### src/rtl/seq_det_pkg.sv
// Shared constants, operation encoding and masked-compare helper for the
// parametrised Moore serial pattern detector.
package seq_det_pkg;

  localparam int DEF_PAT_W = 2;
  localparam int DEF_CNT_W = 8;
  localparam int MAX_PAT_W = 32;

  typedef enum logic [1:0] {
    OP_HOLD  = 2'd0,
    OP_SHIFT = 2'd1,
    OP_LOAD  = 2'd2
  } det_op_e;

  // Operands are zero-extended by the caller, so unused upper mask bits never compare.
  function automatic logic match_f(input logic [MAX_PAT_W-1:0] hist,
                                   input logic [MAX_PAT_W-1:0] pat,
                                   input logic [MAX_PAT_W-1:0] mask);
    return ((hist ^ pat) & mask) == '0;
  endfunction

endpackage

### src/rtl/moore_seq_detector_if.sv
// Control/data bundle between the serial front end and the pattern detector.
interface moore_seq_detector_if
  import seq_det_pkg::*;
#(
  parameter int PAT_W = DEF_PAT_W,
  parameter int CNT_W = DEF_CNT_W
);
  logic             en;
  logic             a;
  logic             overlap;
  logic             load;
  logic [PAT_W-1:0] pat_in;
  logic [PAT_W-1:0] mask_in;
  logic             clr_cnt;
  logic             y;
  logic [CNT_W-1:0] match_cnt;
  logic             cnt_sat;

  modport master (
    output en, a, overlap, load, pat_in, mask_in, clr_cnt,
    input  y, match_cnt, cnt_sat
  );

  modport slave (
    input  en, a, overlap, load, pat_in, mask_in, clr_cnt,
    output y, match_cnt, cnt_sat
  );
endinterface

### src/rtl/seq_match_counter.sv
// Saturating match counter; clear wins over increment, saturation flag is
// registered together with the count.
module seq_match_counter #(
  parameter int CNT_W = 8
) (
  input  logic             clk,
  input  logic             rst_n,
  input  logic             inc,
  input  logic             clr,
  output logic [CNT_W-1:0] cnt,
  output logic             sat
);

  logic [CNT_W-1:0] r_cnt;
  logic             r_sat;
  logic [CNT_W-1:0] w_cnt_nxt;

  always_comb begin
    w_cnt_nxt = r_cnt;
    if (clr) begin
      w_cnt_nxt = '0;
    end else if (inc && !(&r_cnt)) begin
      w_cnt_nxt = r_cnt + CNT_W'(1);
    end
  end

  always_ff @(posedge clk or negedge rst_n) begin
    if (!rst_n) begin
      r_cnt <= '0;
      r_sat <= 1'b0;
    end else begin
      r_cnt <= w_cnt_nxt;
      r_sat <= &w_cnt_nxt;
    end
  end

  assign cnt = r_cnt;
  assign sat = r_sat;

endmodule

### src/rtl/moore_seq_detector.sv
// Moore serial pattern detector with loadable pattern/mask, overlap control
// and a saturating match counter.
module moore_seq_detector
  import seq_det_pkg::*;
#(
  parameter int               PAT_W    = DEF_PAT_W,
  parameter logic [PAT_W-1:0] PAT_RST  = PAT_W'(2'b01),
  parameter logic [PAT_W-1:0] MASK_RST = '1,
  parameter int               CNT_W    = DEF_CNT_W
) (
  input  logic                 clk,
  input  logic                 rst_n,
  moore_seq_detector_if.slave  bus
);

  localparam int FILL_W = $clog2(PAT_W + 1);
  localparam logic [FILL_W-1:0] FILL_FULL = FILL_W'(PAT_W);

  logic [PAT_W-1:0]  r_pat;
  logic [PAT_W-1:0]  r_mask;
  logic [PAT_W-1:0]  r_hist;
  logic [FILL_W-1:0] r_fill;
  logic              r_y;

  det_op_e           w_op;
  logic [PAT_W-1:0]  w_nh;
  logic [FILL_W-1:0] w_nf;
  logic              w_hit;
  logic [PAT_W-1:0]  w_hist_nxt;
  logic [FILL_W-1:0] w_fill_nxt;
  logic              w_y_nxt;

  always_comb begin
    w_op = OP_HOLD;
    if (bus.load) begin
      w_op = OP_LOAD;
    end else if (bus.en) begin
      w_op = OP_SHIFT;
    end
  end

  assign w_nh  = {r_hist[PAT_W-2:0], bus.a};
  assign w_nf  = (r_fill == FILL_FULL) ? r_fill : r_fill + FILL_W'(1);
  // A full window is required, so reset/load zeros in the history never match.
  assign w_hit = (w_op == OP_SHIFT) && (w_nf == FILL_FULL) &&
                 match_f(MAX_PAT_W'(w_nh), MAX_PAT_W'(r_pat), MAX_PAT_W'(r_mask));

  always_comb begin
    w_hist_nxt = r_hist;
    w_fill_nxt = r_fill;
    w_y_nxt    = r_y;
    unique case (w_op)
      OP_LOAD: begin
        w_hist_nxt = '0;
        w_fill_nxt = '0;
        w_y_nxt    = 1'b0;
      end
      OP_SHIFT: begin
        w_hist_nxt = w_nh;
        w_y_nxt    = w_hit;
        w_fill_nxt = (w_hit && !bus.overlap) ? '0 : w_nf;
      end
      default: begin
      end
    endcase
  end

  always_ff @(posedge clk or negedge rst_n) begin
    if (!rst_n) begin
      r_pat  <= PAT_RST;
      r_mask <= MASK_RST;
      r_hist <= '0;
      r_fill <= '0;
      r_y    <= 1'b0;
    end else begin
      if (w_op == OP_LOAD) begin
        r_pat  <= bus.pat_in;
        r_mask <= bus.mask_in;
      end
      r_hist <= w_hist_nxt;
      r_fill <= w_fill_nxt;
      r_y    <= w_y_nxt;
    end
  end

  seq_match_counter #(
    .CNT_W (CNT_W)
  ) u_counter (
    .clk   (clk),
    .rst_n (rst_n),
    .inc   (w_hit),
    .clr   (bus.clr_cnt),
    .cnt   (bus.match_cnt),
    .sat   (bus.cnt_sat)
  );

  assign bus.y = r_y;

endmodule

### src/flat_wrapper.sv
// flat-port wrapper written by rule: the top's interface ports become plain ports
module moore_seq_detector_flat import seq_det_pkg::*;
#(
  parameter int               PAT_W    = DEF_PAT_W,
  parameter logic [PAT_W-1:0] PAT_RST  = PAT_W'(2'b01),
  parameter logic [PAT_W-1:0] MASK_RST = '1,
  parameter int               CNT_W    = DEF_CNT_W
)
  (clk, rst_n, bus_en, bus_a, bus_overlap, bus_load, bus_pat_in, bus_mask_in, bus_clr_cnt, bus_y, bus_match_cnt, bus_cnt_sat);
  moore_seq_detector_if #(.PAT_W(PAT_W), .CNT_W(CNT_W)) bus_i ();
  input  logic clk;
  input  logic rst_n;
  input wire logic [$bits(bus_i.en)-1:0] bus_en;
  input wire logic [$bits(bus_i.a)-1:0] bus_a;
  input wire logic [$bits(bus_i.overlap)-1:0] bus_overlap;
  input wire logic [$bits(bus_i.load)-1:0] bus_load;
  input wire logic [$bits(bus_i.pat_in)-1:0] bus_pat_in;
  input wire logic [$bits(bus_i.mask_in)-1:0] bus_mask_in;
  input wire logic [$bits(bus_i.clr_cnt)-1:0] bus_clr_cnt;
  output wire logic [$bits(bus_i.y)-1:0] bus_y;
  output wire logic [$bits(bus_i.match_cnt)-1:0] bus_match_cnt;
  output wire logic [$bits(bus_i.cnt_sat)-1:0] bus_cnt_sat;
  assign bus_i.en = bus_en;
  assign bus_i.a = bus_a;
  assign bus_i.overlap = bus_overlap;
  assign bus_i.load = bus_load;
  assign bus_i.pat_in = bus_pat_in;
  assign bus_i.mask_in = bus_mask_in;
  assign bus_i.clr_cnt = bus_clr_cnt;
  assign bus_y = bus_i.y;
  assign bus_match_cnt = bus_i.match_cnt;
  assign bus_cnt_sat = bus_i.cnt_sat;
  moore_seq_detector #(.PAT_W(PAT_W), .PAT_RST(PAT_RST), .MASK_RST(MASK_RST), .CNT_W(CNT_W)) u_core (.clk(clk), .rst_n(rst_n), .bus(bus_i));
endmodule
### config.mk
export PLATFORM = sky130hd
export DESIGN_NAME = moore_seq_detector_flat
export DESIGN_NICKNAME = d
export VERILOG_FILES = /design/src/rtl/seq_det_pkg.sv /design/src/rtl/moore_seq_detector_if.sv /design/src/rtl/seq_match_counter.sv /design/src/rtl/moore_seq_detector.sv /design/src/flat_wrapper.sv
export SDC_FILE = /design/constraint.sdc
export NUM_CORES = 1
export LEC_CHECK = 0
export ABC_AREA = 1
export BUFFER_PORTS_ARGS = -buffer_cell sky130_fd_sc_hd__buf_2
export CAP_MARGIN = 20
export CORE_ASPECT_RATIO = 0.7
export CORE_MARGIN = 4
export CORE_UTILIZATION = 50
export CTS_BUF_LIST = sky130_fd_sc_hd__clkbuf_4
export CTS_CLUSTER_SIZE = 20
export DETAILED_ROUTE_END_ITERATION = 7
export PLACE_DENSITY = 0.84
export SETUP_SLACK_MARGIN = 0.3
export SLEW_MARGIN = 20
export SYNTH_ARGS = -nofsm -noshare
export SYNTH_HDL_FRONTEND = slang
export SYNTH_SLANG_ARGS = --single-unit
### constraint.sdc
create_clock -name clk -period 1.4 [get_ports clk]
set_input_delay 0.14 -clock clk [delete_from_list [all_inputs] [get_ports clk]]
set_output_delay 0.14 -clock clk [all_outputs]
set_load 0.05 [all_outputs]
Word level (Yosys, flattened, before mapping)
Cells that the tools add are included.
Word-level totals
  input port bits: 11
  logic and storage cells: 34
  output and inout bits: 10
  register bits: 17
Operators by class
  $add $sub $neg: 2
  equal/unequal tests: 4
  bitwise operators: 2
  reduce and logical (&&, ||, !) cells: 10
  muxes and demuxes: 9
Operator list (count)
  32-bit by 2-bit bitwise AND with 32-bit output: 1
  32-bit zero test: 1
  8-bit 2-to-1 mux: 2
  8-bit AND reduction: 2
  8-bit by 1-bit adder with 8-bit output, second input constant: 1
  2-bit == test, second input constant: 3
  2-bit 2-to-1 mux: 3
  1-bit logical AND: 4
  1-bit one-hot mux with 2 select lines: 2
  2-bit one-hot mux with 2 select lines: 1
  2-bit by 1-bit adder with 2-bit output, second input constant: 1
  2-bit by 1-bit == test with 1-bit output, second input constant: 1
  1-bit zero test: 2
  2-bit nonzero test: 1
  2-bit bitwise XOR: 1
  1-bit 2-to-1 mux: 1

Depth between registers and ports, before layout
  word-level depth: 9
  gate-level depth with buffers: 12
  mapped depth without buffers: 12

Modules after synthesis
From an unflattened synthesis, not the netlist that was laid out.
Unflattened totals
  cell total of the unflattened synthesis: 136
  area total of the unflattened synthesis: 1022.2 µm²
Modules (own cells, without submodules)
  seq_match_counter: instances 1, sequential area each 225.2 µm², cells each 83, area each 591.8 µm²
  moore_seq_detector: instances 1, sequential area each 203.9 µm², cells each 53, area each 430.4 µm²

Worst setup path before layout
OpenSTA, ideal clock, no wires.
  path type: reg2reg
  from: register u_core.u_counter.r_cnt[0], in the netlist u_core.u_counter.cnt[0]
  to: register u_core.u_counter.r_sat, in the netlist u_core.u_counter.sat
  cell stages (with the launch flop): 12
  arrival: 1.727 ns
  buffers on the path: 0
  library setup time: 0.071 ns
  slack: -0.399 ns
  required time: 1.329 ns
  clock period less this slack: 1.799 ns
  cells stage by stage: dfrtp_1 > ha_1 > nand3_1 > inv_2 > nand2_4 > nand4_2 > nand2_1 > nand2_1 > nand2_1 > nor2_2 > nand2_1 > nor2_1
Between the ends
  cells in the longest elaborated chain, start to end: 6
  elaborated cells between the ends (all ways): 7
  classes of those cells: 1 x add/sub; 2 x mux; 4 x reduce/logical
RTL lines
  start: declaration: line seq_match_counter.sv:14  | logic [CNT_W-1:0] r_cnt;
  start signal: assignment: line seq_match_counter.sv:32  | r_cnt <= w_cnt_nxt;
  branches (longest 3 deep; another with 8-bit by 1-bit adder with 8-bit output)
  8-bit 2-to-1 mux *: line seq_match_counter.sv:22  | end else if (inc && !(&r_cnt)) begin
  8-bit 2-to-1 mux *: line seq_match_counter.sv:20  | if (clr) begin
  8-bit AND reduction *: line seq_match_counter.sv:33  | r_sat <= &w_cnt_nxt;
  end signal: assignment: line seq_match_counter.sv:33
  end: declaration: line seq_match_counter.sv:15  | logic r_sat;
Every way passes the cells marked *.
A chain may end at the register's enable or synchronous reset.

Worst setup path after layout
  from: register u_core.r_fill[0]
  to: register u_core.u_counter.r_sat, in the netlist u_core.u_counter.sat
Between the ends
  cells in the longest elaborated chain, start to end: 9
  elaborated cells between the ends (all ways): 10
  classes of those cells: 1 x add/sub; 2 x eq/ne; 3 x mux; 4 x reduce/logical
RTL lines
  start: declaration: line moore_seq_detector.sv:22  | logic [FILL_W-1:0] r_fill;
  start signal: assignment: line moore_seq_detector.sv:81  | r_fill <= w_fill_nxt;
  2-bit by 1-bit adder with 2-bit output or 2-bit == test (tied branches): line moore_seq_detector.sv:43  | assign w_nf = (r_fill == FILL_FULL) ? r_fill : r_fill + FILL_W'(1);
  2-bit 2-to-1 mux *: line moore_seq_detector.sv:43
  2-bit == test *: line moore_seq_detector.sv:45  | assign w_hit = (w_op == OP_SHIFT) && (w_nf == FILL_FULL) &&
  1-bit logical AND * (2 in a row): line moore_seq_detector.sv:45
  1-bit logical AND *: line seq_match_counter.sv:22
  8-bit 2-to-1 mux *: line seq_match_counter.sv:22
  8-bit 2-to-1 mux *: line seq_match_counter.sv:20
  8-bit AND reduction *: line seq_match_counter.sv:33
Mark *: on every way between the ends. The rest lies on a longest branch, timed or not.

==> flow_summary_export.csv <==
group,metric,value,unit
global_routing,grt_pass1_wl,4810,um
place,portBuffers,20,
pwr,vdd_drop_max,0.798,mV
finish,multi_input_area,574,um^2
global_routing,track_usage,24.6,%
finish,stdcell_area,1480,um^2
detailed_routing,drc,0,
logic_synthesis,syn_nets,142,
detailed_routing,top_layer,"met4",
run_status,violations,"setup timing",
timing,max_freq,579,MHz
global_routing,grt_max_degree,18,
worst_hold_path,hp-class,"input pin to flip-flop",
detailed_routing,wl_met2,1410,um
clock_network,clock_path_buffers,2,
finish,drive_gt1_share,51.7,%
setup_path,worstPathMaxFanout,4,
setup_path,critPathRequiredTime,1620,ps
run_status,status,"finished with violations",
floorplanning,rows,13,
finish,final_nets,188,
detailed_routing,drt-total-wl,3070,um
clock_network,h-tree-depth,1,
setup_path,setup.worst_path.start_class,"flip-flop",
finish,nFillCells,130,
finish,seq_area,438,um^2
timing,setup_tns,-1810,ps
detailed_routing,routed_via_density,5.46,
place,placed_cells,182,
clock_network,clock_latency,300,ps
place,gp_congestion,0.829,
place,dp_hpwl,1990,um
logic_synthesis,ys_types,23,
place,placed_area,1260,um^2
finish,fin_cells,196,
floorplanning,die_w,62.0,um
clock_network,cts_tree,"yes",
finish,area_growth,44.7,%
floorplanning,die_h,45.8,um
floorplanning,dieArea,2840,um^2
logic_synthesis,syn-cell-area,1020,um^2
detailed_routing,ant_nets,0,
timing,grt_setup_unrepaired,"true",
timing,finalHoldViolCount,0,
detailed_routing,wl_met1,1190,um
clock_network,clock-sinks,17,
floorplanning,start_util,53.6,%
detailed_routing,dr_total_vias,1070,
setup_path,critPathCaptureType,"flip-flop",
detailed_routing,drtIter0Drc,94,
timing,layout_min_cycle_time,1730,ps
run,cap_violations,0,
logic_synthesis,avgSynthCellArea,7.90,um^2
clock_network,cts_buffers,3,
timing,fin_ws,-326,ps
place,place_ws,-210,ps
detailed_routing,wl_per_cell,15.6,um
timing,tightestPinTransition,391,ps
logic_synthesis,ys_seq_area_share,42.1,%
global_routing,antenna_found_initial,0,
logic_synthesis,synth_seq_cells,17,
timing,setup_viol,12,
setup_path,crit_arrival,1950,ps
global_routing,overflow,0,
global_routing,grt_pass1_vias,1046,
pwr,cellPowerDensity,733,nW/um^2
timing,clock-skew-final,11.1,ps
floorplanning,coreArea,1900,um^2
logic_synthesis,ys_warn_count,0,
detailed_routing,dr.pass1.iters,4,
clock_network,cts-root-buf,"clkbuf_4",
timing,finalCritPeriodShare,123,%
logic_synthesis,synthCells,129,
finish,antenna_cells,0,
setup_path,crit_type,"flip-flop to flip-flop",
clock_network,clk_pin_slew,110,ps
timing,maxSlewViolCount,0,
floorplanning,num_io_pins,21,
detailed_routing,wl_met3,312,um
timing,max-slew-margin-rel,73.9,%
pwr,total_leakage_power,0.000758,uW
cells in the final DEF, fill, tap and decap left out:
cell,instances
o32ai_1,1
nand4_2,1
nor2_2,8
ha_4,2
o21ai_0,3
buf_4,19
dfrtp_1,7
nand3_4,1
or2_2,1
nand2_2,4
o22ai_1,2
inv_6,1
nand3_2,6
dfrtp_2,7
buf_6,9
nand2_1,32
buf_2,12
inv_1,15
clkbuf_4,4
nor2_8,2
xor2_1,1
nand4_1,2
inv_2,7
nor3_1,2
o21bai_1,2
nor2_1,6
dlygate4sd3_1,1
dfstp_2,3
nand3_1,9
xnor2_1,1
nand2_4,3
synth_stat cells (all sizes together):
library cell / instances / area, um^2
xor2: 1 / 8.76
nand2: 39 / 169
inv: 23 / 86.3
o21bai: 2 / 15.0
dfrtp: 14 / 350
nand3: 16 / 103
o32ai: 1 / 8.76
xnor2: 1 / 8.76
o21ai: 3 / 15.0
nand4: 3 / 25.0
dfstp: 3 / 78.8
nor2: 16 / 97.6
nor3: 2 / 10.0
or2: 1 / 6.26
o22ai: 2 / 12.5
ha: 2 / 25.0
report_power, final:
group / switching (uW) / internal, uW
sequential: 18.2 / 519
combinational: 145 / 101
clock: 166 / 130
through the flow:
step / utilization (%) / total power [uW] / hold WS, ps
after floorplan: - / 657 / -156
after global placement: 66.3 / 720 / 77.6
after detailed placement: 66.3 / 731 / 84.1
after CTS: 74.4 / 1060 / 17.2
after global routing: 77.5 / 1130 / 20.9
final: 77.5 / 1080 / 28.7
final timing paths:
| path | start | endpoint | slack [ps] | cells past startpoint |
|---|---|---|---|---|
| hold reg to reg | u_core.r_mask[1] | u_core.r_mask[1] | 490 | 2 |
| hold / removal | bus_mask_in[1] | u_core.r_mask[1] | 30 | 3 |
| max in group asynchronous | rst_n | u_core.r_pat[0] | 790 | 2 |
| setup / recovery | u_core.r_fill[0] | u_core.u_counter.sat | -330 | 10 |
| setup reg to reg | u_core.r_fill[0] | u_core.u_counter.sat | -330 | 10 |
| min in group asynchronous | rst_n | u_core.r_fill[1] | 280 | 2 |
flip-flops by register name, summed over array words and instances (netlist names):
name / count
u_core.bus.y: 1
u_core.r_fill: 2
u_core.u_counter.sat: 1
u_core.r_pat: 2
u_core.r_hist: 1
u_core.u_counter.cnt: 8
u_core.r_mask: 2
cells by family after synthesis:
kind of cell               after synthesis  synth area share, %
xor gates and xnor gates                 2                 1.72
and+or+nand+nor                         77                 40.2
DFF                                     17                 42.1
adders and majority gates                2                 2.45
AOI/OAI and AO/OA                        8                 5.03
buffers and inverters                   23                 8.47
cell type report:
cell class                 count  share of cell area (%)
tap                           22                    1.87
multi-input combinational     89                    38.9
clock buffer                   4                    2.04
timing repair buffer          41                    21.3
sequential                    17                    29.7
inverter                      23                    6.19
worst max-delay path, cell delays in order (launching register included):
cell and delay, ps:
dfrtp_1 370, inv_2 60, ha_4 290, inv_6 40, nor2_8 140, nand3_2 170, o21bai_1 190, nand2_1 100
nor2_1 110, nand2_1 60, nor2_1 120
per-layer routing:
layer,GRT usage (%),vias to the layer above
met2,39.9,74
met3,7.65,22
met4,9.32,0
li1,-,494
met5,0,-
met1,30.5,480
what timing repair did:
action	4_1_cts	5_1_grt
endpoints found under the setup margin	20	20
hold buffers	1	0
gates resized for setup	16	19
gates cloned	0	0
pin swaps	15	7
setup buffers	8	1
endpoints found under the hold margin	14	0
Note: power is estimated with default switching activity, not from simulation.
